--- src/rtl/shl_seq_multi_pkg.sv ---
// shl_seq_multi_pkg: FSM state encoding and default widths for the sequential left shifter
package shl_seq_multi_pkg;
  localparam int WIDTH_DEF = 4;
  localparam int AMT_W_DEF = 2;
  typedef enum logic [1:0] {IDLE = 2'd0, SHIFT = 2'd1, DONE = 2'd2} state_e;
endpackage

--- src/rtl/shl1_step.sv ---
// shl1_step: combinational 1-bit left shift; d in, q = d<<1 with LSB 0, co = bit shifted out of MSB
module shl1_step #(
  parameter int WIDTH = 4
) (
  input  logic [WIDTH-1:0] d,
  output logic [WIDTH-1:0] q,
  output logic             co
);
  assign q  = {d[WIDTH-2:0], 1'b0};
  assign co = d[WIDTH-1];
endmodule

--- src/rtl/shl_seq_multi.sv ---
// shl_seq_multi: multi-cycle left shifter, one bit per clock; in_valid/in_ready/in_data/in_amt in, out_valid/out_ready/out_data/out_ovf out, busy in SHIFT or DONE
module shl_seq_multi
  import shl_seq_multi_pkg::*;
#(
  parameter int WIDTH = WIDTH_DEF,
  parameter int AMT_W = AMT_W_DEF
) (
  input  logic             clk,
  input  logic             rst,
  input  logic             in_valid,
  output logic             in_ready,
  input  logic [WIDTH-1:0] in_data,
  input  logic [AMT_W-1:0] in_amt,
  output logic             out_valid,
  input  logic             out_ready,
  output logic [WIDTH-1:0] out_data,
  output logic             out_ovf,
  output logic             busy
);
  state_e state_q, state_d;
  logic [WIDTH-1:0] data_q, data_d, step_q;
  logic [AMT_W-1:0] cnt_q, cnt_d;
  logic ovf_q, ovf_d, step_co;
  shl1_step #(.WIDTH(WIDTH)) u_step (.d(data_q), .q(step_q), .co(step_co));
  always_ff @(posedge clk) begin
    if (rst) begin
      state_q <= IDLE;
      data_q  <= '0;
      cnt_q   <= '0;
      ovf_q   <= 1'b0;
    end else begin
      state_q <= state_d;
      data_q  <= data_d;
      cnt_q   <= cnt_d;
      ovf_q   <= ovf_d;
    end
  end
  always_comb begin
    state_d = state_q;
    data_d  = data_q;
    cnt_d   = cnt_q;
    ovf_d   = ovf_q;
    case (state_q)
      IDLE: if (in_valid) begin
        data_d  = in_data;
        cnt_d   = in_amt;
        ovf_d   = 1'b0;
        state_d = (in_amt != '0) ? SHIFT : DONE;
      end
      SHIFT: begin
        data_d  = step_q;
        ovf_d   = ovf_q | step_co;
        cnt_d   = cnt_q - 1'b1;
        state_d = (cnt_q == AMT_W'(1)) ? DONE : SHIFT;
      end
      DONE: state_d = out_ready ? IDLE : DONE;
      default: state_d = IDLE;
    endcase
  end
  assign in_ready  = state_q == IDLE;
  assign out_valid = state_q == DONE;
  assign busy      = state_q != IDLE;
  assign out_data  = data_q;
  assign out_ovf   = ovf_q;
endmodule

--- config.mk ---
export PLATFORM = sky130hd
export DESIGN_NAME = shl_seq_multi
export DESIGN_NICKNAME = d
export VERILOG_FILES = /design/src/rtl/shl_seq_multi_pkg.sv /design/src/rtl/shl1_step.sv /design/src/rtl/shl_seq_multi.sv
export SDC_FILE = /design/constraint.sdc
export NUM_CORES = 1
export LEC_CHECK = 0
export BUFFER_PORTS_ARGS = -buffer_cell sky130_fd_sc_hd__buf_2
export CAP_MARGIN = 20
export CORE_MARGIN = 5
export CORE_UTILIZATION = 25
export CTS_CLUSTER_DIAMETER = 60
export CTS_CLUSTER_SIZE = 8
export DETAILED_ROUTE_END_ITERATION = 8
export GPL_TIMING_DRIVEN = 0
export PLACE_DENSITY_LB_ADDON = 0.15
export SLEW_MARGIN = 15
export SYNTH_ARGS = -nofsm -noshare
export SYNTH_HDL_FRONTEND = slang
export SYNTH_SLANG_ARGS = --single-unit
--- constraint.sdc ---
create_clock -name clk -period 1.5 [get_ports clk]
set_input_delay 0.225 -clock clk [delete_from_list [all_inputs] [get_ports clk]]
set_output_delay 0.225 -clock clk [all_outputs]
set_load 0.01 [all_outputs]
==> run_results.csv <==
group,metric,value,unit
power_and_ir_drop,totalPowerFinal,0.6486,mW
power_and_ir_drop,p_leak,0.2953,nW
floorplanning,io_pins,18,
clock_tree,hold_buffers,0,
setup_path,cp_max_fo,10,
timing,worstMarginPinSlew,0.4985,ns
drt,ant_nets,0,
place,placed_cells,105,
power_and_ir_drop,power_frac_seq,43.9,%
drt,first_pass_iters,3,
floorplanning,dieArea,3131,um^2
timing,setup_viol,0,
cells_and_area,syn_to_final_growth,26.30,%
logic_synthesis,synth_fp_nets,73,
setup_path,path_class,"reg -> out",
setup_path,required,1.27,ns
cells_and_area,final_cell_mix,"buf_2 (16), nor2_1 (8), a21oi_1 (8), dfxtp_1 (8)",
logic_synthesis,syn_inst,62,
cells_and_area,stdcell_area,666.9,um^2
timing,setup-tns-final,0,ns
logic_synthesis,synthDominantCellAreaShare,34.12,%
drt,drc_errors,0,
global_routing,grt.overflow.total,0,
floorplanning,fp.coreArea,1982,um^2
cells_and_area,num_antenna_cells,0,
power_and_ir_drop,ir_worst_vdd,0.4869,mV
setup_path,r2r-start,"state_q[1]",
setup_path,reg2reg_depth,4,
place,place_congestion,0.7564,
timing,fin_crit,1.426,ns
worst_hold_path,hp-class,"in -> reg",
setup_path,endpoint_kind,"output pin",
floorplanning,dieHeight,55.96,um
setup_path,start_kind,"flip-flop",
power_and_ir_drop,power_switching,0.1962,mW
drt,vias,495,
setup_path,ff2ff_setup_slack,0.33,ns
place,place_area,641.9,um^2
worst_hold_path,min_path_cells,4,
power_and_ir_drop,p_sw_share,30.25,%
clock_tree,root_buffer,"clkbuf_4",
global_routing,grt_pass1_vias,497,
drt,wl_per_cell,12.30,um
global_routing,antenna_found_initial,0,
status,status,"finished clean",
drt,viasPerCell,4.583,
logic_synthesis,yosysWarningCount,0,
setup_path,critPathArrivalTime,1.20,ns
worst_hold_path,hp-start,"in_valid",
global_routing,grt_start_max_net_pins,20,
drt,drt_iter0_markers,7,
timing,finClkSkew,0.002302,ns
timing,hold_violations,0,
cells_and_area,fin_cells,108,
floorplanning,fp.dieW,55.96,um
cells_and_area,layout-drive-gt1-share,35.80,%
clock_tree,clk_latency,0.26,ns
timing,slew_violations,0,
global_routing,grt_pass1_wl,2263,um
power_and_ir_drop,p_clk_share,29.3,%
logic_synthesis,ys_types,29,
logic_synthesis,synth_area,528.0,um^2
global_routing,grtUsageTotal,9.156,%
cells_and_area,nFillCells,217,
timing,finalWorstSetupSlack,0.07423,ns
drt,drt_wl_total,1328,um
power_and_ir_drop,power.internal,0.4524,mW
place,dp_hpwl,1003,um
place,dp_slack,0.2693,ns
clock_tree,cts_buffer_depth,2,
clock_tree,cts_made_buffers,3,
worst_hold_path,holdPathEnd,"out_ovf",
clock_tree,numClockSinks,9,
timing,maxSlewHeadroom,66.76,%
cells_and_area,nets,93,
logic_synthesis,avgSynthCellArea,8.516,um^2
floorplanning,rows,16,
timing,post-route-period-util,95.05,%
logic_synthesis,yosysSeqAreaShare,34.12,%
clock_tree,h-tree-depth,1,
power_and_ir_drop,pwr_density_cell,972.6,nW/um^2
timing,rsz0062_at_grt,"no",
timing,fmax,0.7014,GHz
floorplanning,start_util,26.64,%
place,port_buffers,16,
cells_and_area,layout_commonest_cell,"buf_2",
clock_tree,clk_pin_slew,0.06,ns
clock_tree,cts_tree,"built",
job,drv_cap,0,
logic_synthesis,synth_top_cell_by_area,"dfxtp_1",
power_and_ir_drop,comb_power_share,26.8,%
logic_synthesis,synth_seq_cells,9,
setup_path,r2r_end,"out_data[0]",
logic_synthesis,synth.area.top_cells,"dfxtp_1 (34%), o221a_1 (8.5%), a21oi_1 (7.6%), nor2_1 (5.7%), nor2b_1 (3.6%)",
## worst max-delay path by stage
stage,from,to,slack [ns]
after CTS,state_q[0],in_ready,0.01
final,state_q[0],in_ready,0.07
after global placement,state_q[1],in_ready,0.28
after floorplan,state_q[1],in_ready,0.36
after global routing,state_q[0],in_ready,0.002
after detailed placement,state_q[1],in_ready,0.27
## cells in the mapped netlist (all sizes together)
| master | n |
|---|---|
| dfxtp | 9 |
| buf | 6 |
| o21ai | 3 |
| or2 | 1 |
| inv | 5 |
| nor4bb | 1 |
| o221a | 4 |
| a21oi | 9 |
| a221oi | 1 |
| nand2b | 2 |
| nor4 | 1 |
| or3b | 1 |
| a22oi | 1 |
| nand2 | 1 |
| mux2i | 1 |
| nor2b | 3 |
| nor3 | 1 |
| ha | 1 |
| nor2 | 8 |
| nor3b | 1 |
| mux2 | 1 |
| o22a | 1 |
## cell type report
cell class | instances | area [um^2] | share of cell area (%)
flip-flops and latches | 9 | 181.4 | 27.20
inverters | 5 | 18.77 | 2.814
repair buffers | 16 | 80.08 | 12.01
multi-input cells | 42 | 289.0 | 43.34
plain buffers | 5 | 37.54 | 5.629
well taps | 27 | 33.78 | 5.066
clock buffers | 4 | 26.28 | 3.940
## power by group through the flow
stage          clock, mW  sequential, mW  combinational (mW)
2_1_floorplan          0           0.289               0.116
3_3_place_gp           0           0.289               0.174
3_5_place_dp           0           0.289               0.176
4_1_cts            0.203           0.284               0.175
5_1_grt            0.219           0.288               0.195
6_report           0.190           0.285               0.174
## cell families (layout without fill, tap and decap cells)
kind of cell | Yosys count | after routing | share of synthesized area [%]
AND/OR/NAND/NOR | 20 | 20 | 22.99
AO/OA/AOI/OAI | 19 | 19 | 25.36
buffers and inverters | 11 | 30 | 11.13
flip-flops | 9 | 9 | 34.12
multiplexers | 2 | 2 | 4.028
adder cells (fa/ha/maj) | 1 | 1 | 2.369
## per-layer routing
metal  GRT usage, %  wire length, um  vias to the layer above
met5              0                0                        -
met4          2.034               12                        0
met3          4.872               96                        2
met2          13.85              558                       14
met1          11.48              660                      222
li1               -                -                      257
## metrics by stage
step | util, % | hold WS, ns
after floorplan | - | 0.4212
after global placement | 32.39 | 0.4565
after detailed placement | 32.39 | 0.4672
after CTS | 33.59 | 0.2886
after global routing | 33.65 | 0.3019
final | 33.65 | 0.2954
## registers in the layout (all words and copies together), names as in the netlist
name,count
cnt_q,2
out_data,4
out_ovf,1
state_q,2
## critical path, stage by stage, from the launching register on
cell and delay (ns):
dfxtp_2 0.36, buf_4 0.18, or2_1 0.25, inv_2 0.04
buf_2 0.11
## what timing repair did
| item | 4_1_cts | 5_1_grt |
|---|---|---|
| endpoints found under the setup margin | 2 | 2 |
| hold endpoints to repair | 0 | 0 |
| gates resized for setup | 1 | 1 |
| buffers inserted | 0 | 0 |
Power figures use the tool's default switching activity.
